--- config.mk ---
export PLATFORM = sky130hd
export DESIGN_NAME = imm_ext_pipe
export DESIGN_NICKNAME = d
export VERILOG_FILES = /design/src/rtl/imm_pkg.sv /design/src/rtl/imm_skid_buf.sv /design/src/rtl/imm_ext_pipe.sv
export SDC_FILE = /design/constraint.sdc
export NUM_CORES = 1
export LEC_CHECK = 0
export ABC_AREA = 1
export CAP_MARGIN = 15
export CORE_AREA = 2 2 101 103
export DETAILED_ROUTE_END_ITERATION = 10
export DIE_AREA = 0 0 103 105
export PLACE_DENSITY = 0.72
export SYNTH_ARGS = -nofsm -noshare
export SYNTH_HDL_FRONTEND = slang
export SYNTH_SLANG_ARGS = --single-unit
--- constraint.sdc ---
create_clock -name clk -period 2.3 [get_ports clk]
set_input_delay 0.345 -clock clk [delete_from_list [all_inputs] [get_ports clk]]
set_output_delay 0.345 -clock clk [all_outputs]
set_load 0.01 [all_outputs]
--- src/rtl/imm_pkg.sv ---
// imm_pkg
//   Shared definitions for the immediate-extension pipeline:
//     - imm_src format-select encodings (IMM_I .. IMM_RSV)
//     - occ_t: occupancy state of the 2-entry output buffer
//     - imm_decode(): combinational immediate decode into a 64-bit value.
//       Callers keep the low XLEN bits. The is64 flag selects the 6-bit
//       shamt field used by RV64.
package imm_pkg;

    localparam logic [2:0] IMM_I   = 3'b000;
    localparam logic [2:0] IMM_S   = 3'b001;
    localparam logic [2:0] IMM_B   = 3'b010;
    localparam logic [2:0] IMM_J   = 3'b011;
    localparam logic [2:0] IMM_U   = 3'b100;
    localparam logic [2:0] IMM_Z   = 3'b101;
    localparam logic [2:0] IMM_SH  = 3'b110;
    localparam logic [2:0] IMM_RSV = 3'b111;

    // Encoding equals the number of buffered entries.
    typedef enum logic [1:0] {
        OCC_EMPTY = 2'd0,
        OCC_ONE   = 2'd1,
        OCC_TWO   = 2'd2
    } occ_t;

    // instr carries instruction bits [31:7]. Index k of instr is instruction
    // bit k+7, so instruction bit 31 is instr[24] and bit 7 is instr[0].
    // Every format result is sign-extended to 64 bits, or zero-extended
    // where the format calls for it.
    function automatic logic [63:0] imm_decode(input logic [24:0] instr,
                                               input logic [2:0]  src,
                                               input logic        is64);
        logic        s;
        logic [63:0] imm;
        s   = instr[24];
        imm = '0;
        case (src)
            IMM_I:   imm = {{52{s}}, instr[24:13]};
            IMM_S:   imm = {{52{s}}, instr[24:18], instr[4:0]};
            IMM_B:   imm = {{52{s}}, instr[0], instr[23:18], instr[4:1], 1'b0};
            IMM_J:   imm = {{44{s}}, instr[12:5], instr[13], instr[23:14], 1'b0};
            IMM_U:   imm = {{32{s}}, instr[24:5], 12'h000};
            IMM_Z:   imm = {59'h0, instr[12:8]};
            IMM_SH:  imm = is64 ? {58'h0, instr[18:13]} : {59'h0, instr[17:13]};
            default: imm = '0;
        endcase
        return imm;
    endfunction

endpackage

--- src/rtl/imm_skid_buf.sv ---
// imm_skid_buf
//   Generic 2-entry valid/ready buffer with a registered in_ready, so that
//   out_ready never reaches in_ready combinationally. Payload is opaque.
//
//   Handshake: a word moves when valid and ready are both high at a rising
//   edge. Once a producer raises valid, it keeps its data stable until the
//   transfer happens. While out_valid is high and out_ready is low,
//   out_data does not change.
//
// Ports
//   clk, rst             clock, asynchronous active-high reset
//   flush                synchronous discard of all buffered entries
//   in_valid/in_ready    upstream handshake; in_data is the payload
//   out_valid/out_ready  downstream handshake; out_data is the head entry
//   state                occupancy FSM state, for debug and checkers
module imm_skid_buf
    import imm_pkg::*;
#(
    parameter int W = 38
) (
    input  logic         clk,
    input  logic         rst,
    input  logic         flush,
    input  logic         in_valid,
    output logic         in_ready,
    input  logic [W-1:0] in_data,
    output logic         out_valid,
    input  logic         out_ready,
    output logic [W-1:0] out_data,
    output occ_t         state
);

    occ_t         state_q;
    occ_t         state_d;
    logic [W-1:0] main_q;
    logic [W-1:0] skid_q;
    logic         in_ready_q;
    logic         fire_in;
    logic         fire_out;
    logic         load_main_in;
    logic         load_main_skid;
    logic         load_skid_in;

    assign fire_in  = in_valid & in_ready_q;
    assign fire_out = (state_q != OCC_EMPTY) & out_ready;

    always_comb begin
        state_d        = state_q;
        load_main_in   = 1'b0;
        load_main_skid = 1'b0;
        load_skid_in   = 1'b0;
        if (flush) begin
            // Flush wins. A concurrent input is dropped. A concurrent output
            // transfer has already been taken by the consumer.
            state_d = OCC_EMPTY;
        end else begin
            case (state_q)
                OCC_EMPTY: begin
                    if (fire_in) begin
                        state_d      = OCC_ONE;
                        load_main_in = 1'b1;
                    end
                end
                OCC_ONE: begin
                    if (fire_in && !fire_out) begin
                        state_d      = OCC_TWO;
                        load_skid_in = 1'b1;
                    end else if (fire_in && fire_out) begin
                        load_main_in = 1'b1;
                    end else if (fire_out) begin
                        state_d = OCC_EMPTY;
                    end
                end
                OCC_TWO: begin
                    // in_ready is low here, so only the drain side can move.
                    if (fire_out) begin
                        state_d        = OCC_ONE;
                        load_main_skid = 1'b1;
                    end
                end
                default: state_d = OCC_EMPTY;
            endcase
        end
    end

    always_ff @(posedge clk or posedge rst) begin
        if (rst) begin
            state_q    <= OCC_EMPTY;
            main_q     <= '0;
            skid_q     <= '0;
            in_ready_q <= 1'b1;
        end else begin
            state_q    <= state_d;
            in_ready_q <= (state_d != OCC_TWO);
            if (load_main_in) begin
                main_q <= in_data;
            end else if (load_main_skid) begin
                main_q <= skid_q;
            end
            if (load_skid_in) begin
                skid_q <= in_data;
            end
        end
    end

    assign in_ready  = in_ready_q;
    assign out_valid = (state_q != OCC_EMPTY);
    assign out_data  = main_q;
    assign state     = state_q;

endmodule

--- src/rtl/imm_ext_pipe.sv ---
// imm_ext_pipe
//   Decode-stage immediate extender. The upper instruction bits are decoded
//   combinationally into an XLEN-wide immediate. The immediate, the sideband
//   tag and an illegal-format flag are then registered in a 2-entry buffer
//   behind a valid/ready handshake. Latency is one cycle and throughput is
//   one entry per cycle.
//
// Ports
//   clk, rst                 clock, asynchronous active-high reset
//   flush                    synchronous kill of all buffered entries
//   in_valid/in_ready        upstream handshake (in_ready is registered)
//   in_instr                 instruction bits [31:7]
//   in_imm_src               format select (see imm_pkg)
//   in_tag                   sideband returned with its immediate
//   out_valid/out_ready      downstream handshake
//   out_imm                  extended immediate
//   out_tag                  tag of the presented entry
//   out_illegal              format select was the reserved code
module imm_ext_pipe
    import imm_pkg::*;
#(
    parameter int XLEN  = 32,
    parameter int TAG_W = 5
) (
    input  logic             clk,
    input  logic             rst,
    input  logic             flush,
    input  logic             in_valid,
    output logic             in_ready,
    input  logic [24:0]      in_instr,
    input  logic [2:0]       in_imm_src,
    input  logic [TAG_W-1:0] in_tag,
    output logic             out_valid,
    input  logic             out_ready,
    output logic [XLEN-1:0]  out_imm,
    output logic [TAG_W-1:0] out_tag,
    output logic             out_illegal
);

    localparam int PW = XLEN + TAG_W + 1;

    logic [63:0]     dec_full;
    logic [XLEN-1:0] dec_imm;
    logic            dec_illegal;
    logic [PW-1:0]   in_payload;
    logic [PW-1:0]   out_payload;
    occ_t            buf_state;
    logic            unused_ok;

    assign dec_full    = imm_decode(in_instr, in_imm_src, (XLEN == 64));
    assign dec_imm     = dec_full[XLEN-1:0];
    assign dec_illegal = (in_imm_src == IMM_RSV);

    // The upper decode bits are meaningful only when XLEN is 64. The buffer
    // state is kept visible for probing.
    assign unused_ok = ^{dec_full, buf_state};

    // Payload layout: {illegal, tag, imm}
    assign in_payload = {dec_illegal, in_tag, dec_imm};

    imm_skid_buf #(
        .W(PW)
    ) u_buf (
        .clk      (clk),
        .rst      (rst),
        .flush    (flush),
        .in_valid (in_valid),
        .in_ready (in_ready),
        .in_data  (in_payload),
        .out_valid(out_valid),
        .out_ready(out_ready),
        .out_data (out_payload),
        .state    (buf_state)
    );

    assign out_imm     = out_payload[XLEN-1:0];
    assign out_tag     = out_payload[XLEN +: TAG_W];
    assign out_illegal = out_payload[PW-1];

endmodule

==> flow_summary.toml <==
[grt]
grt_overflow = 0
grt_use_total = 0.184
grt_max_degree = 80
grt_pass1_wl_um = 15700
first_global_vias = 3362
antenna_found_initial = 0

[timing]
setup_viol = 0
rsz0062_at_grt = "false"
relSlewSlack = 0.635
fin_skew_ns = 0.00484
worstMarginPinSlew_ns = 0.542
setup_slack_ns = 0.491
hold_viol = 0
slew_viol_final = 0
period_share = 0.787
finalCriticalPeriod_ns = 1.81
setup_tns_ns = 0
fmax_mhz = 553

[setup_path]
cp-end-kind = "output pin"
r2r_start = "u_buf.in_ready$_DFF_PP1_"
critical_path_arrival_ns = 1.46
crit_start = "u_buf.state[1]$_DFF_PP0_"
path_depth = 3
path_cells = "nor2_1 -> inv_1 -> clkdlybuf4s50_1"
cpMaxStageDelayCell = "clkdlybuf4s50_1"
reg2reg_to = "u_buf.out_data[37]$_DFFE_PP0P_"
crit_family = "buffers and inverters"
cp.required_ns = 1.96
ff2ff_path_depth = 8
crit_end = "out_valid"
crit_path_max_fanout = 4
critPathKind = "register to output pin"
r2r_setup_slack_ns = 0.56
worst-path-buf-inv = 2
cp_slowest_stage_delay_ns = 0.53
start_kind = "register"

[die]
io_pins = 78
num_rows = 36
die_h_um = 105
initial_core_util = 0.396
die-area_um2 = 10800
core-area_um2 = 9640
die_w_um = 103

[placement]
globalplace.congestion = 0.881
dp.cells = 712
pre_cts_slack_ns = 0.254
hpwl_um = 6750
io_buffer_count = 77
dpl_cell_area_um2 = 4760

[yosys]
synth_cells = 512
yosysWarningCount = 0
synth-seq-cells = 79
synth_edf_count = 0
synth.distinct_cells = 23
syn_area_per_cell_um2 = 7.45
ys_seq_area_frac = 0.519
netlist_area_um2 = 3810
synth_fp_nets = 550
synthArstFlopShare = 1.00
ys.flop_type = "dfrtp_1"

[routing]
remaining_drc_errors = 0
dr.pass1.iters = 4
ant_nets = 0
initialDrtViolationCount = 195
wirelength_um = 9750
num_vias = 3537
wl_per_cell_um = 13.4
vias_per_cell = 4.87

[clock_tree]
clk_path_buf_depth = 2
root_buffer = "clkbuf_8"
cts-buffers-inserted = 9
htreeDepth = 3
clk_latency_ns = 0.34
cts_tree = "built"
clk_pin_slew_worst_paths_ns = 0.07
clock_sinks = 79
post_cts_buffers = 0
ctsHoldBuffers = 0
cts_resized = 0

[flow_run]
maxCapViolations = 0

[final_layout]
n_antenna_cell = 0
final_area_um2 = 4930
final_common_cell = "nand2_1"
layout_common_cells = "nand2_1, dfrtp_1, clkdlybuf4s50_1"
nNetsFinal = 628
stdcell_count = 726
syn2layout_area_growth_pct = 29.2
drive_above_1_share = 0.0658

[power_and_ir_drop]
power.density_nw_per_um2 = 746
vdd_drop_max_uv = 285
p_leak_nw = 2.53
fin_total_pwr_mw = 3.67

[hold_path]
hold_path_class = "input port to asynchronous set/reset pin"

[status]
status = "finished clean"
[state kept, by name, summed over array words and instances, names as in the netlist]
signal and count:
u_buf.state 2, u_buf.skid_q 38, u_buf.in_ready 1, u_buf.out_data 38
[worst min-delay path by stage]
stage	slack [ns]	end	depth (start not counted)	from
after floorplan	0.45	u_buf.skid_q[32]$_DFFE_PP0P_	2	u_buf.skid_q[32]$_DFFE_PP0P_
after global placement	0.46	u_buf.skid_q[11]$_DFFE_PP0P_	2	u_buf.skid_q[11]$_DFFE_PP0P_
after detailed placement	0.46	u_buf.skid_q[26]$_DFFE_PP0P_	2	u_buf.skid_q[26]$_DFFE_PP0P_
after CTS	0.48	u_buf.out_data[9]$_DFFE_PP0P_	3	rst
after global routing	0.50	u_buf.state[0]$_DFF_PP0_	3	rst
final	0.46	u_buf.out_data[35]$_DFFE_PP0P_	3	rst
[stage by stage]
step	util	hold WS (ns)
finish	0.511	0.462
global route	0.511	0.496
CTS	0.511	0.482
detailed placement	0.494	0.465
global placement	0.494	0.461
floorplan	-	0.449
[cell type report]
cell class | count | area (µm²)
Sequential cell | 79 | 1980
Clock inverter | 1 | 5.00
Fill cell | 922 | 4710
Timing Repair Buffer | 89 | 898
Multi-Input combinational cell | 377 | 1590
Tap cell | 133 | 166
Clock buffer | 13 | 159
Inverter | 34 | 133
[Yosys cell counts, types with 3 or more instances]
cell type / count / area share
nand2_2: 3 / 0.0049
buf_2: 10 / 0.013
o21ai_0: 12 / 0.016
nand3_1: 62 / 0.081
clkbuf_1: 6 / 0.0059
buf_4: 4 / 0.0079
nand2_1: 271 / 0.27
nor2_4: 3 / 0.0089
nor3_1: 3 / 0.0039
inv_1: 30 / 0.030
inv_2: 3 / 0.0030
o21ai_1: 10 / 0.013
nor2_1: 6 / 0.0059
dfrtp_1: 78 / 0.51
[cells by family (layout without fill, tap and decap cells)]
| kind of cell | after synthesis | in the layout | synth area share |
|---|---|---|---|
| and+or+nand+nor | 352 | 352 | 0.381 |
| AOI/OAI and AO/OA | 25 | 25 | 0.0341 |
| buffers and inverters | 56 | 137 | 0.0666 |
| DFF | 79 | 79 | 0.519 |
[worst register-to-register path, delay by kind of cell (launching register included)]
family / cells / cell delay (ns)
and+or+nand+nor: 5 / 0.65
DFF: 1 / 0.53
AOI/OAI and AO/OA: 1 / 0.07
buffers and inverters: 2 / 0.39
[routing by layer]
layer | track usage | routed length, µm | vias to the layer above
li1 | - | - | 1745
met1 | 0.239 | 4260 | 1673
met2 | 0.301 | 4740 | 103
met3 | 0.0408 | 579 | 16
met4 | 0.0639 | 171 | 0
met5 | 0 | 0 | -
[report_power, final]
part	switching (mW)	total, mW	internal, mW
Combinational	0.466	0.946	0.480
Sequential	0.160	1.83	1.67
Clock	0.464	0.903	0.439
Note: power is estimated with default switching activity, not from simulation.
